<file path="config.mk">
export PLATFORM = sky130hd
export DESIGN_NAME = ring_sequence_monitor
export DESIGN_NICKNAME = d
export VERILOG_FILES = /design/src/rtl/ring_sequence_monitor.sv
export SDC_FILE = /design/constraint.sdc
export NUM_CORES = 1
export LEC_CHECK = 0
export CORE_UTILIZATION = 65
export DETAILED_ROUTE_END_ITERATION = 10
export DONT_BUFFER_PORTS = 1
export GPL_ROUTABILITY_DRIVEN = 0
export HOLD_SLACK_MARGIN = 0.1
export PLACE_DENSITY = 0.81
export SLEW_MARGIN = 15
export SYNTH_ARGS = -nofsm -noshare
export SYNTH_HDL_FRONTEND = slang
export SYNTH_SLANG_ARGS = --single-unit
</file>
<file path="constraint.sdc">
create_clock -name clk -period 4 [get_ports clk]
set_clock_uncertainty 0.1 [all_clocks]
set_input_delay 1 -clock clk [delete_from_list [all_inputs] [get_ports clk]]
set_output_delay 1 -clock clk [all_outputs]
set_load 0.05 [all_outputs]
</file>
<file path="src/rtl/ring_sequence_monitor.sv">
// Ring sequence monitor: checks that a one-hot ring counter rotates correctly,
// locks onto it, counts revolutions and flags faults while locked.
module ring_sequence_monitor #(
  parameter int unsigned WIDTH      = 4,
  parameter int unsigned LOCK_COUNT = 2,
  parameter int unsigned REV_W      = 8
) (
  input  logic                     clk,
  input  logic                     rst_n,
  input  logic                     en,
  input  logic [WIDTH-1:0]         phase,
  input  logic                     clr_count,
  output logic                     locked,
  output logic                     err,
  output logic                     err_sticky,
  output logic                     rev_tick,
  output logic [REV_W-1:0]         rev_count,
  output logic [$clog2(WIDTH)-1:0] phase_idx
);

  localparam int unsigned IDX_W = $clog2(WIDTH);
  localparam int unsigned CNT_W = $clog2(LOCK_COUNT + 1);
  localparam logic [WIDTH-1:0] TOP_PHASE = {1'b1, {(WIDTH-1){1'b0}}};

  typedef enum logic [2:0] {
    S_IDLE    = 3'd0,
    S_ACQUIRE = 3'd1,
    S_TRACK   = 3'd2,
    S_LOCKED  = 3'd3,
    S_FAULT   = 3'd4
  } state_e;

  state_e             state_q, state_d;
  logic [WIDTH-1:0]   prev_q, prev_d;
  logic [CNT_W-1:0]   good_q, good_d;
  logic               locked_q, locked_d;
  logic               err_q, err_d;
  logic               sticky_q, sticky_d;
  logic               tick_q, tick_d;
  logic [REV_W-1:0]   rev_q, rev_d;
  logic [IDX_W-1:0]   idx_q, idx_d;

  logic [WIDTH-1:0]   exp_phase;
  logic               is_one_hot;
  logic               step_ok;
  logic [IDX_W-1:0]   idx_c;
  logic [CNT_W-1:0]   good_inc;

  // Sample classification: one-hot check, expected rotation and bit index
  always_comb begin
    exp_phase  = {prev_q[0], prev_q[WIDTH-1:1]};
    is_one_hot = (phase != '0) && ((phase & (phase - WIDTH'(1))) == '0);
    step_ok    = is_one_hot && (phase == exp_phase);
    good_inc   = good_q + CNT_W'(1);
    idx_c      = '0;
    for (int unsigned i = 0; i < WIDTH; i++) begin
      if (phase[i]) idx_c = IDX_W'(i);
    end
  end

  // Next-state and registered-output computation
  always_comb begin
    state_d  = state_q;
    prev_d   = phase;
    good_d   = good_q;
    err_d    = 1'b0;
    tick_d   = 1'b0;
    sticky_d = sticky_q;
    rev_d    = rev_q;
    idx_d    = is_one_hot ? idx_c : idx_q;

    if (!en) begin
      state_d = S_IDLE;
    end else begin
      unique case (state_q)
        S_IDLE:    state_d = S_ACQUIRE;
        S_ACQUIRE: begin
          if (is_one_hot) begin
            state_d = S_TRACK;
            good_d  = '0;
          end
        end
        S_TRACK: begin
          if (step_ok) begin
            good_d = good_inc;
            if (good_inc == CNT_W'(LOCK_COUNT)) state_d = S_LOCKED;
          end else begin
            state_d = S_ACQUIRE;
          end
        end
        S_LOCKED: begin
          if (step_ok) begin
            if (phase == TOP_PHASE) begin
              tick_d = 1'b1;
              rev_d  = rev_q + REV_W'(1);
            end
          end else begin
            err_d    = 1'b1;
            sticky_d = 1'b1;
            state_d  = S_FAULT;
          end
        end
        S_FAULT:   state_d = S_ACQUIRE;
        default:   state_d = S_IDLE;
      endcase
    end

    // Clear overrides a coincident increment or fault
    if (clr_count) begin
      rev_d    = '0;
      sticky_d = 1'b0;
    end

    locked_d = (state_d == S_LOCKED);
  end

  // State and output registers
  always_ff @(posedge clk or negedge rst_n) begin
    if (!rst_n) begin
      state_q  <= S_IDLE;
      prev_q   <= '0;
      good_q   <= '0;
      locked_q <= 1'b0;
      err_q    <= 1'b0;
      sticky_q <= 1'b0;
      tick_q   <= 1'b0;
      rev_q    <= '0;
      idx_q    <= '0;
    end else begin
      state_q  <= state_d;
      prev_q   <= prev_d;
      good_q   <= good_d;
      locked_q <= locked_d;
      err_q    <= err_d;
      sticky_q <= sticky_d;
      tick_q   <= tick_d;
      rev_q    <= rev_d;
      idx_q    <= idx_d;
    end
  end

  assign locked     = locked_q;
  assign err        = err_q;
  assign err_sticky = sticky_q;
  assign rev_tick   = tick_q;
  assign rev_count  = rev_q;
  assign phase_idx  = idx_q;

endmodule
</file>
== Word level (Yosys, flattened, before mapping) ==
Index checks and enable logic that the tools add are counted.
Storage, ports and cells
  bits in registers: 23
  bits of input ports: 8
  output and inout bits: 14
  word-level logic and storage cells: 66
Cells by class
  add/subtract/negate cells: 3
  equality and inequality tests: 11
  mux-type cells: 28
  bitwise gates (word level): 1
  reductions and logical operators: 14
Operator list (number)
  two-way mux 8 bit: 5
  two-way mux 3 bit: 5
  two-way mux 1 bit: 12
  case mux 3 bit (4 select lines): 1
  nonzero test 2 bit: 5
  == test 3 x 2 -> 1 bit, second input constant: 3
  adder 8 x 1 -> 8 bit, second input constant: 1
  two-way mux 2 bit: 4
  AND reduction 4 bit: 2
  inequality test 2 bit, second input constant: 3
  AND 4 bit: 1
  == test 4 bit: 1
  == test 4 bit, second input constant: 1
  zero test 4 bit: 1
  case mux 2 bit (2 select lines): 1
  nonzero test 4 bit: 1
  subtractor 4 x 1 -> 4 bit, second input constant: 1
  == test 3 x 1 -> 1 bit, second input constant: 1
  == test 3 bit, second input constant: 1
  zero test 3 bit: 1
  AND reduction 3 bit: 1
  adder 2 x 1 -> 2 bit, second input constant: 1
  == test 2 bit, second input constant: 1
  logical AND 1 bit: 2
  OR reduction 2 bit: 1

== Logic depth before layout (Yosys ltp) ==
  depth in word-level cells: 9
  gate-level depth with buffers: 7
  mapped depth without buffers: 5

== Worst setup path before layout ==
No wires, ideal clock.
  kind: input to register
  from: input phase[1]
  to: register good_q[0]
  setup time: 0.121 ns
  arrival: 2.362 ns
  data required time: 3.779 ns
  slack: 1.417 ns
  cell stages on the path: 6
  path buffers: 1
  cell sequence: buf_2 nor4b_2 a211oi_1 or3b_1 or2_1 a22o_1
Between the ends
  cells in the longest elaborated chain, start to end: 7
  elaborated cells on any way between the ends: 10
  those cells by class: add/sub (1); eq/ne (3); bitwise (1); reduce/logical (5)
RTL lines
  start, declared: line 11  | input logic [WIDTH-1:0] phase,
  subtractor 4 x 1 -> 4 bit: line 52  | is_one_hot = (phase != '0) && ((phase & (phase - WIDTH'(1))) == '0);
  AND 4 bit: line 52
  zero test 4 bit: line 52
  logical AND 1 bit: line 52
  logical AND 1 bit: line 53  | step_ok = is_one_hot && (phase == exp_phase);
  inequality test 2 bit (no source line)
  AND reduction 4 bit (no source line) *
  end signal, assigned: line 132  | good_q <= good_d;
  end, declared: line 35  | logic [CNT_W-1:0] good_q, good_d;
Every way passes the cells marked *; elsewhere a longest branch is shown, timed or not.
A chain may end at the register's enable or synchronous reset.

== Final worst setup path ==
  from: input phase[3]
  to: register good_q[0]
The elaborated chain is that of the path after synthesis.

==> impl_metrics.tcl <==
set metrics [dict create \
    status "complete, no violations" \
    cts_htree_levels 1 \
    grt_pass1_wl_um 3350 \
    synth_ff_type "dfrtp_1" \
    worst-path-buf-inv 0 \
    die_y_um 45.2 \
    synthDistinctLibCells 35 \
    crit_chain "xnor2_1 > nand4_1 > or3_1 > o21ai_0 > a22o_1" \
    post_drt_wl_per_cell_um 15.7 \
    netlist_area_um2 1210 \
    cts_max_path_buffers 2 \
    crit_slowest_cell "nand4_1" \
    hold_violations 0 \
    syn_nets 124 \
    synthAdderAreaFrac_pct 2.06 \
    setup_viol 0 \
    drtPass1Iterations 4 \
    numCtsBuffers 3 \
    cts_hold_buf 0 \
    yosysSeqAreaShare_pct 47.4 \
    fp-row-count 15 \
    drive_above_1_share_pct 9.17 \
    tritoncts "done" \
    maxSlewHeadroom_pct 58.6 \
    p_sw_share_pct 25.4 \
    cpLargestDelayFamily "simple AND/OR/NAND/NOR gates" \
    cts.repair.resized 0 \
    period_needed_ps 2380 \
    core_um2 1750 \
    synth_warnings 0 \
    post-route-drc-count 0 \
    syn_inst 114 \
    wl_um 2100 \
    synth.top_cells.by_count "dfrtp_1 (23), nor2_1 (12), xnor2_1 (11)" \
    grt_setup_unrepaired "no" \
    met2_length_um 988 \
    synthTopCellsByArea "dfrtp_1 (47%), xnor2_1 (7.9%), nor4_4 (5.3%), nor2_1 (3.7%), a21oi_1 (2.5%)" \
    worstPathRequired_ps 4140 \
    yosysMostFrequentCell "dfrtp_1" \
    worstSetupEndpointType "flop" \
    wl_met1_um 1040 \
    synthArstFlopShare_pct 100 \
    worst-path-max-fanout 11 \
    initial_core_util_pct 69.5 \
    crit_path_max_incr_delay_ps 530 \
    setup_tns_ps 0 \
    finalMaxSlewViolations 0 \
    ant_nets 0 \
    switchingPower_uw 99.6 \
    synth_compound_area_share_pct 10.7 \
    synth_edf_count 0 \
    power_leakage_uw 0.000507 \
    synth_top_family_by_area "simple AND/OR/NAND/NOR gates" \
    dr_wl_met3_um 57 \
    crit_path_start_kind "primary input" \
    worst_pin_slew_ps 620 \
    clkSinkCount 23 \
    synth_top_area_share_pct 47.4 \
    pwr-share-clk_pct 26.1 \
    grt_pass1_vias 780 \
    io_pins 22 \
    synth_area_per_cell_um2 10.6 \
    hold_path_class "in2async" \
    intPower_uw 292 \
    pwr-share-comb_pct 6.9 \
    power_uw 391 \
    maxCapViolCount 0 \
    grt_max_degree 24 \
    grt_usage_pct 22.3 \
    synthXorXnorAreaFrac_pct 8.66 \
    area_delta_synth_final_pct 0.206 \
    ir_drop_v 0.000278 \
    clk_pin_slew_ps 120 \
    port_buffers 0 \
    p_seq_share_pct 67.0 \
    dp_hpwl_um 1540 \
    clock.fmax_ghz 0.420 \
    grt-ovfl-total 0 \
    yosys.area_share.simple_pct 26.0 \
    final_nets 120 \
    postCtsSetupBuffers 0 \
    via_per_inst 6.12 \
    p_per_area_nw_per_um2 322 \
    fin_crit_sh_pct 59.5 \
    dr.first_iter.drc_count 19 \
    path_class "in2reg" \
    top_layer "met4" \
    diodes 0 \
    yosys_register_bits 23 \
    worst_ep_arrival_time_ps 2520 \
    root_buffer "clkbuf_4" \
    die_area_um2 2040 \
    synth_area_leader_cell "dfrtp_1" \
    fp.dieW_um 45.2 \
    insertion_delay_ps 290 \
    antenna_found_initial 0 \
    vias 820 \
    synth.area.mux_share_pct 0 \
]
[kinds of logic after synthesis]
logic type,after synthesis
XOR/XNOR,12
buffers and inverters,11
flip-flops,23
AND/OR/NAND/NOR,46
AO/OA/AOI/OAI,20
adder cells (fa/ha/maj),2
[final cells by class]
type	count	area, um^2
inverters	2	7.51
clock buffers	4	26.3
well taps	25	31.3
fillers	122	529
multi-input cells	80	576
flip-flops and latches	23	576
[power groups by stage]
stage / Clock [uW] / Combinational [uW] / Sequential, uW
2_1_floorplan: 0 / 33.1 / 263
6_report: 102 / 27.1 / 262
3_3_place_gp: 0 / 25.0 / 266
4_1_cts: 105 / 27.0 / 262
5_1_grt: 114 / 30.0 / 264
3_5_place_dp: 0 / 26.9 / 267
[state kept, by name, summed over array words and instances, names as in the netlist]
name / flops
rev_count: 8
prev_q: 4
state_q: 3
good_q: 2
phase_idx: 2
err: 1
err_sticky: 1
locked: 1
rev_tick: 1
[per-layer routing]
layer / track usage, % / vias up
met2: 36.8 / 12
met3: 3.60 / 2
met4: 5.45 / 0
li1: - / 396
met1: 30.6 / 410
met5: 0 / -
[placed cells by master (no fill, tap or decap), drive strengths merged, types with 2 or more instances in the layout]
cell type  count
nor3           2
nor4b          2
nor4           4
inv            2
clkbuf         4
nand3          3
nand2          8
nor2          12
ha             2
nand2b         3
a22o           2
o21ai          5
nand4          3
dfrtp         23
and4           3
a21oi          6
xnor2         11
[worst register-to-register path, cell delays in order, from the launching register on]
cell	delay, ps
dfrtp_1	540
nand4b_1	240
or4_1	680
nor4_4	360
xnor2_1	150
nor2_1	60
[per-stage QoR]
stage	setup WS [ps]	area [um^2]	hold WS, ps	std cells	util [%]
after global routing	1490	1220	252	134	69.7
final	1620	1220	280	134	69.7
after CTS	1610	1220	273	134	69.7
after floorplan	1420	1210	396	114	-
after global placement	1410	1190	431	130	68.2
after detailed placement	1290	1190	423	130	68.2
[path summary, 6_finish.rpt]
| kind | end | cells past startpoint | slack [ps] | startpoint |
|---|---|---|---|---|
| min in group clk | good_q[1] | 1 | 460 | good_q[1] |
| setup reg to reg | rev_count[7] | 5 | 1770 | state_q[0] |
| hold reg to reg | good_q[1] | 1 | 460 | good_q[1] |
| max in group asynchronous | rev_count[7] | 0 | 3450 | rst_n |
| hold / removal | state_q[1] | 0 | 280 | rst_n |
| setup / recovery | good_q[0] | 5 | 1620 | phase[3] |
(Power assumes the default switching activity.)
